$ cat src/rtl/arith_ctrl_if.sv
// Bus between arith_ctrl and the MIX add/sub/mul/div units: start pulse,
// registered operands going out, unit result and overflow coming back.
interface arith_ctrl_if;
    logic        u_start;
    logic [1:0]  u_op;
    logic [30:0] u_in1;
    logic [30:0] u_in2;
    logic [60:0] u_dvd;
    logic [30:0] u_dvs;
    logic [30:0] u_hi;
    logic [30:0] u_lo;
    logic        u_ovf;

    modport master (
        output u_start, u_op, u_in1, u_in2, u_dvd, u_dvs,
        input  u_hi, u_lo, u_ovf
    );

    modport slave (
        input  u_start, u_op, u_in1, u_in2, u_dvd, u_dvs,
        output u_hi, u_lo, u_ovf
    );
endinterface

$ cat src/rtl/arith_ctrl.sv
// MIX arithmetic sequencer: latches operands, launches a unit, waits its latency, writes back.
// Define ARITH_CTRL_FIELD_EN for L:R field extraction and fspec validation; otherwise V = mem.
module arith_ctrl #(
    parameter int LAT_ADD = 2,
    parameter int LAT_MUL = 10,
    parameter int LAT_DIV = 12
) (
    input  logic        clk,
    input  logic        reset,
    input  logic        go,
    input  logic [1:0]  op,
    input  logic [5:0]  fspec,
    input  logic [30:0] mem,
    input  logic [30:0] ra_in,
    input  logic [30:0] rx_in,
    output logic        busy,
    output logic        done,
    output logic        err,
    output logic        ovf_set,
    output logic        ra_we,
    output logic        rx_we,
    output logic [30:0] ra_out,
    output logic [30:0] rx_out,
    arith_ctrl_if.master ubus
);
    typedef enum logic [1:0] {IDLE = 2'd0, LAUNCH = 2'd1, WAIT = 2'd2, WB = 2'd3} state_t;

    localparam logic [1:0] OP_MUL  = 2'd2;
    localparam logic [1:0] OP_DIV  = 2'd3;
    localparam logic [7:0] CNT_ADD = 8'(LAT_ADD - 1);
    localparam logic [7:0] CNT_MUL = 8'(LAT_MUL - 1);
    localparam logic [7:0] CNT_DIV = 8'(LAT_DIV - 1);

    state_t      state_r;
    logic [7:0]  cnt_r;
    logic [30:0] v_s;
    logic        fvalid_s;

    // Bytes max(L,1)..R of m, right-justified; sign only taken when L=0.
    function automatic logic [30:0] field_v(input logic [30:0] m, input logic [5:0] f);
        logic [2:0]  l;
        logic [2:0]  r;
        logic [2:0]  lo;
        logic [2:0]  nb;
        logic [5:0]  sh;
        logic [5:0]  nbits;
        logic [29:0] mask;
        logic [29:0] mag;
        l     = f[5:3];
        r     = f[2:0];
        lo    = (l == 3'd0) ? 3'd1 : l;
        nb    = r - lo + 3'd1;
        sh    = 6'd6 * {3'd0, 3'd5 - r};
        nbits = 6'd6 * {3'd0, nb};
        mask  = (30'd1 << nbits) - 30'd1;
        if (r == 3'd0) begin
            mag = 30'd0;
        end else begin
            mag = (m[29:0] >> sh) & mask;
        end
        return {(l == 3'd0) ? m[30] : 1'b0, mag};
    endfunction

`ifdef ARITH_CTRL_FIELD_EN
    assign v_s      = field_v(mem, fspec);
    assign fvalid_s = (fspec[5:3] <= fspec[2:0]) && (fspec[2:0] <= 3'd5);
`else
    logic fspec_unused_s;
    assign fspec_unused_s = ^{fspec, field_v(mem, fspec)};
    assign v_s      = mem;
    assign fvalid_s = 1'b1;
`endif

    // Sequencer FSM; every output is a register updated on state transitions.
    always_ff @(posedge clk) begin
        if (reset) begin
            state_r      <= IDLE;
            cnt_r        <= 8'd0;
            busy         <= 1'b0;
            done         <= 1'b0;
            err          <= 1'b0;
            ovf_set      <= 1'b0;
            ra_we        <= 1'b0;
            rx_we        <= 1'b0;
            ra_out       <= 31'd0;
            rx_out       <= 31'd0;
            ubus.u_start <= 1'b0;
            ubus.u_op    <= 2'd0;
            ubus.u_in1   <= 31'd0;
            ubus.u_in2   <= 31'd0;
            ubus.u_dvd   <= 61'd0;
            ubus.u_dvs   <= 31'd0;
        end else begin
            case (state_r)
                IDLE: begin
                    if (go) begin
                        busy       <= 1'b1;
                        ubus.u_op  <= op;
                        ubus.u_in1 <= ra_in;
                        ubus.u_in2 <= v_s;
                        ubus.u_dvd <= {ra_in[30], ra_in[29:0], rx_in[29:0]};
                        ubus.u_dvs <= v_s;
                        if (!fvalid_s) begin
                            err     <= 1'b1;
                            done    <= 1'b1;
                            state_r <= WB;
                        end else if ((op == OP_DIV) && (v_s[29:0] == 30'd0)) begin
                            // WB raises done and ovf_set on its first cycle for this path.
                            state_r <= WB;
                        end else begin
                            ubus.u_start <= 1'b1;
                            state_r      <= LAUNCH;
                        end
                    end
                end
                LAUNCH: begin
                    ubus.u_start <= 1'b0;
                    case (ubus.u_op)
                        OP_MUL:  cnt_r <= CNT_MUL;
                        OP_DIV:  cnt_r <= CNT_DIV;
                        default: cnt_r <= CNT_ADD;
                    endcase
                    state_r <= WAIT;
                end
                WAIT: begin
                    if (cnt_r == 8'd0) begin
                        done    <= 1'b1;
                        state_r <= WB;
                        case (ubus.u_op)
                            OP_MUL: begin
                                ra_out <= ubus.u_hi;
                                rx_out <= ubus.u_lo;
                                ra_we  <= 1'b1;
                                rx_we  <= 1'b1;
                            end
                            OP_DIV: begin
                                if (ubus.u_ovf) begin
                                    ovf_set <= 1'b1;
                                end else begin
                                    ra_out <= ubus.u_hi;
                                    rx_out <= ubus.u_lo;
                                    ra_we  <= 1'b1;
                                    rx_we  <= 1'b1;
                                end
                            end
                            default: begin
                                ra_out  <= ubus.u_hi;
                                ra_we   <= 1'b1;
                                ovf_set <= ubus.u_ovf;
                            end
                        endcase
                    end else begin
                        cnt_r <= cnt_r - 8'd1;
                    end
                end
                WB: begin
                    if (done) begin
                        busy    <= 1'b0;
                        done    <= 1'b0;
                        err     <= 1'b0;
                        ovf_set <= 1'b0;
                        ra_we   <= 1'b0;
                        rx_we   <= 1'b0;
                        state_r <= IDLE;
                    end else begin
                        done    <= 1'b1;
                        ovf_set <= 1'b1;
                    end
                end
                default: state_r <= IDLE;
            endcase
        end
    end
endmodule

$ cat src/flat_wrapper.sv
// flat-port wrapper written by rule: the top's interface ports become plain ports
module arith_ctrl_flat 
#(
    parameter int LAT_ADD = 2,
    parameter int LAT_MUL = 10,
    parameter int LAT_DIV = 12
)
  (clk, reset, go, op, fspec, mem, ra_in, rx_in, busy, done, err, ovf_set, ra_we, rx_we, ra_out, rx_out, ubus_u_start, ubus_u_op, ubus_u_in1, ubus_u_in2, ubus_u_dvd, ubus_u_dvs, ubus_u_hi, ubus_u_lo, ubus_u_ovf);
  arith_ctrl_if ubus_i ();
  input  logic clk;
  input  logic reset;
  input  logic go;
  input  logic [1:0] op;
  input  logic [5:0] fspec;
  input  logic [30:0] mem;
  input  logic [30:0] ra_in;
  input  logic [30:0] rx_in;
  output logic busy;
  output logic done;
  output logic err;
  output logic ovf_set;
  output logic ra_we;
  output logic rx_we;
  output logic [30:0] ra_out;
  output logic [30:0] rx_out;
  output wire logic [$bits(ubus_i.u_start)-1:0] ubus_u_start;
  output wire logic [$bits(ubus_i.u_op)-1:0] ubus_u_op;
  output wire logic [$bits(ubus_i.u_in1)-1:0] ubus_u_in1;
  output wire logic [$bits(ubus_i.u_in2)-1:0] ubus_u_in2;
  output wire logic [$bits(ubus_i.u_dvd)-1:0] ubus_u_dvd;
  output wire logic [$bits(ubus_i.u_dvs)-1:0] ubus_u_dvs;
  input wire logic [$bits(ubus_i.u_hi)-1:0] ubus_u_hi;
  input wire logic [$bits(ubus_i.u_lo)-1:0] ubus_u_lo;
  input wire logic [$bits(ubus_i.u_ovf)-1:0] ubus_u_ovf;
  assign ubus_u_start = ubus_i.u_start;
  assign ubus_u_op = ubus_i.u_op;
  assign ubus_u_in1 = ubus_i.u_in1;
  assign ubus_u_in2 = ubus_i.u_in2;
  assign ubus_u_dvd = ubus_i.u_dvd;
  assign ubus_u_dvs = ubus_i.u_dvs;
  assign ubus_i.u_hi = ubus_u_hi;
  assign ubus_i.u_lo = ubus_u_lo;
  assign ubus_i.u_ovf = ubus_u_ovf;
  arith_ctrl #(.LAT_ADD(LAT_ADD), .LAT_MUL(LAT_MUL), .LAT_DIV(LAT_DIV)) u_core (.clk(clk), .reset(reset), .go(go), .op(op), .fspec(fspec), .mem(mem), .ra_in(ra_in), .rx_in(rx_in), .busy(busy), .done(done), .err(err), .ovf_set(ovf_set), .ra_we(ra_we), .rx_we(rx_we), .ra_out(ra_out), .rx_out(rx_out), .ubus(ubus_i));
endmodule
$ cat config.mk
export PLATFORM = sky130hd
export DESIGN_NAME = arith_ctrl_flat
export DESIGN_NICKNAME = d
export VERILOG_FILES = /design/src/rtl/arith_ctrl_if.sv /design/src/rtl/arith_ctrl.sv /design/src/flat_wrapper.sv
export SDC_FILE = /design/constraint.sdc
export NUM_CORES = 1
export LEC_CHECK = 0
export CORE_AREA = 2 2 151 153
export DETAILED_ROUTE_END_ITERATION = 6
export DIE_AREA = 0 0 153 155
export PLACE_DENSITY = 0.79
export RECOVER_POWER = 50
export SETUP_SLACK_MARGIN = 0.4
export SLEW_MARGIN = 20
export SYNTH_ARGS = -nofsm -noshare
export SYNTH_HDL_FRONTEND = slang
export SYNTH_SLANG_ARGS = --single-unit
$ cat constraint.sdc
create_clock -name clk -period 2.3 [get_ports clk]
set_input_delay 0.46 -clock clk [delete_from_list [all_inputs] [get_ports clk]]
set_output_delay 0.46 -clock clk [all_outputs]
set_load 0.01 [all_outputs]
==> summary.md <==
| Metric | Value |
|---|---|
| Post-synth EDFFs | `0` |
| Fillers | `2021` |
| Fmax | `513 MHz` |
| Initial antenna violation count | `0` |
| Min-delay src | `u_core.ubus.u_dvd[21]` |
| WP data required | `2610 ps` |
| FP Rows | `55` |
| Port bufs | `383` |
| Setup TNS | `0 ps` |
| Worst Path Arrival | `2260 ps` |
| Overall via count from detail_route | `6488` |
| DR iter-0 viols | `227` |
| Vias per cell | `4.56` |
| Most frequent cells in the layout | `clkdlybuf4s50_1 (324), nand2_1 (195), dfxtp_1 (168), a21oi_1 (102), nor2_1 (73)` |
| Most common cell after layout, fill and taps aside | `clkdlybuf4s50_1` |
| FF+latch area | `0.00345 mm^2` |
| Core ar. | `0.0222 mm^2` |
| Final min period | `1950 ps` |
| Status | `completed` |
| GR Util All Layers | `0.171` |
| CP Class | `register to register` |
| Multi-input logic area | `0.00278 mm^2` |
| WL final | `21300 um` |
| Clk_lat worst skew | `420 ps` |
| Leak | `0.00475 uW` |
| Syn_area_per_cell | `8.63 um^2` |
| Worst Skew | `11.6 ps` |
| CTS Buffer Depth | `2` |
| Clock slew seen by the registers of the worst setup and hold paths | `70 ps` |
| Drt pass-1 iters | `4` |
| Syn Std Cell Area | `0.00689 mm^2` |
| DP Wirelength | `16000 um` |
| DRT antenna net count | `0` |
| Worst r2r src | `u_core.cnt_r[0]` |
| CTS buffer count | `17` |
| Hold Vio Cnt, Final | `0` |
| Ports | `392` |
| Slew of the pin with the lowest slew margin | `760 ps` |
| Final setup violation count | `0` |
| First-pass GRT wire length | `33000 um` |
| Seq/Total Area, Yosys | `0.500` |
| Worst hold-check path type | `register to register` |
| Die Wd | `153 um` |
| Worst Hold Depth | `2` |
| Synth-to-Final Area Change | `65.1%` |
| Max-Cap Viols | `0` |
| Hold_ws | `450 ps` |
| Htree depth | `4` |
| Initial Util | `0.310` |
| R2R setup slack | `350 ps` |
| R2R Path End | `u_core.ra_we` |
| CP Max Fanout | `6` |
| Max-slew violations | `0` |
| Net count, final | `1298` |
| CTS Root Cell | `clkbuf_16` |
| TritonCTS clock tree | `done` |
| Vias in the first global route | `6371` |
| Die height | `155 um` |
| Share of layout cells above drive strength 1 | `0.0677` |
| Die area | `0.0237 mm^2` |
| DRC Markers | `0` |
| Peak supply drop | `0.438 mV` |
| Global route total overflow | `0` |
| Syn Inst Count | `798` |
| Pin count of the biggest net entering global routing | `56` |
| Post-DR wirelength/cell | `15.0 um` |
| Fin crit share | `0.847` |
| Hold endpoint | `u_core.ubus.u_dvd[21]` |
| Synth cell types | `49` |
| R2R cell count | `7` |
| Synthesized Nets | `972` |
| Max transition margin | `0.493` |
| Antenna fix cells | `0` |
| Post-synth ARST share | `0` |
| Final RePlAce weighted congestion | `0.848` |
| CP Launch Type | `register` |
| Synth Register Bits | `172` |
| Power Density | `903 mW/mm^2` |
| Top_reg_cell synth | `dfxtp_1` |
| Yosys warnings | `0` |
| CP Capture Type | `register` |
| RSZ-0062 raised after global routing | `true` |
| Clk sinks | `172` |
[worst max-delay path: stages, from the launching register on]
cell and delay, ps:
dfxtp_1 410, inv_1 90, ha_1 250, nor3b_4 170, nand4_1 190, clkbuf_1 370
a21oi_1 140, a2111oi_2 210
[sequential cells by signal, indices dropped and copies added, names as in the netlist]
name and count:
u_core.ubus.u_dvd 61, u_core.ra_out 31, u_core.rx_out 31, u_core.ubus.u_in2 31
u_core.cnt_r 8, u_core.state_r 2, u_core.ubus.u_op 2, u_core.busy 1
u_core.done 1, u_core.ovf_set 1, u_core.ra_we 1, u_core.rx_we 1
u_core.ubus.u_start 1
[per-stage QoR]
step / util / std cells / total power (uW) / worst slack [ps] / area [um^2]
3_3_place_gp: 0.482 / 1384 / 7400 / 246 / 10700
6_report: 0.511 / 1422 / 10300 / 351 / 11400
3_5_place_dp: 0.482 / 1384 / 7470 / 246 / 10700
5_1_grt: 0.511 / 1422 / 10900 / 182 / 11400
4_1_cts: 0.509 / 1416 / 10300 / 417 / 11300
2_1_floorplan: - / 798 / 5680 / 485 / 6890
[repair_timing]
action                                  CTS  global route
buffers inserted                          0             5
cloned                                    0             1
pin swaps                                 0             2
gates resized for setup                   5            14
hold buffers                              0             0
endpoints found under the setup margin    6            23
[how the worst max path moves through the flow]
stage	to	slack, ps	cells after the start	from
6_report	u_core.ra_we	350	7	u_core.cnt_r[0]
5_1_grt	u_core.ra_we	180	7	u_core.cnt_r[0]
4_1_cts	ubus_u_dvs[15]	420	1	u_core.ubus.u_in2[15]
3_5_place_dp	u_core.state_r[1]	250	6	mem[23]
3_3_place_gp	u_core.state_r[1]	250	6	mem[23]
2_1_floorplan	u_core.rx_out[12]	490	8	u_core.state_r[0]
[final cells by class]
class | instances | share of cell area
clock buffer | 19 | 0.0390
clock inverter | 13 | 0.0117
timing repair buffer | 417 | 0.367
multi-input combinational | 506 | 0.244
inverter | 10 | 0.00330
tap | 285 | 0.0314
sequential | 172 | 0.303
[routing by layer]
layer  track usage  part of all wire
met1         0.200              0.41
met2         0.298              0.51
met4        0.0613             0.025
met5             0                 0
met3        0.0526             0.059
[where the power goes]
part           internal, uW  switching, uW
clock network          1550           1260
logic                  1980           1680
registers              3440            354
[cells by family (layout without fill, tap and decap cells)]
kind of cell,count (synthesis),in the layout,synth area share
flip-flops,172,172,0.500
AND/OR/NAND/NOR,304,304,0.186
multiplexers,64,64,0.0934
XOR/XNOR,4,4,0.00509
other,1,1,0.000545
AO/OA/AOI/OAI,126,126,0.101
buffers and inverters,120,459,0.101
adder cells (fa/ha/maj),7,7,0.0127
[cells in the mapped netlist (2+ instances only)]
library cell,instances,share of area
nand2_1,196,0.11
dfxtp_1,172,0.50
a21oi_1,102,0.074
nor2_1,73,0.040
buf_4,63,0.069
mux2i_1,62,0.090
clkbuf_1,38,0.021
inv_1,10,0.0055
nor4_1,8,0.0073
ha_1,7,0.013
buf_2,6,0.0044
nand2b_1,4,0.0036
a211oi_1,3,0.0033
a21boi_0,3,0.0033
buf_1,3,0.0016
nor4bb_1,3,0.0044
xor2_1,3,0.0038
and2_1,2,0.0018
and4_1,2,0.0025
mux2_2,2,0.0033
nand3_1,2,0.0015
nand4_1,2,0.0018
nor3_1,2,0.0015
o2111ai_1,2,0.0025
o211ai_1,2,0.0022
o21ai_0,2,0.0015
o31ai_1,2,0.0022
Note: power is estimated with default switching activity, not from simulation.
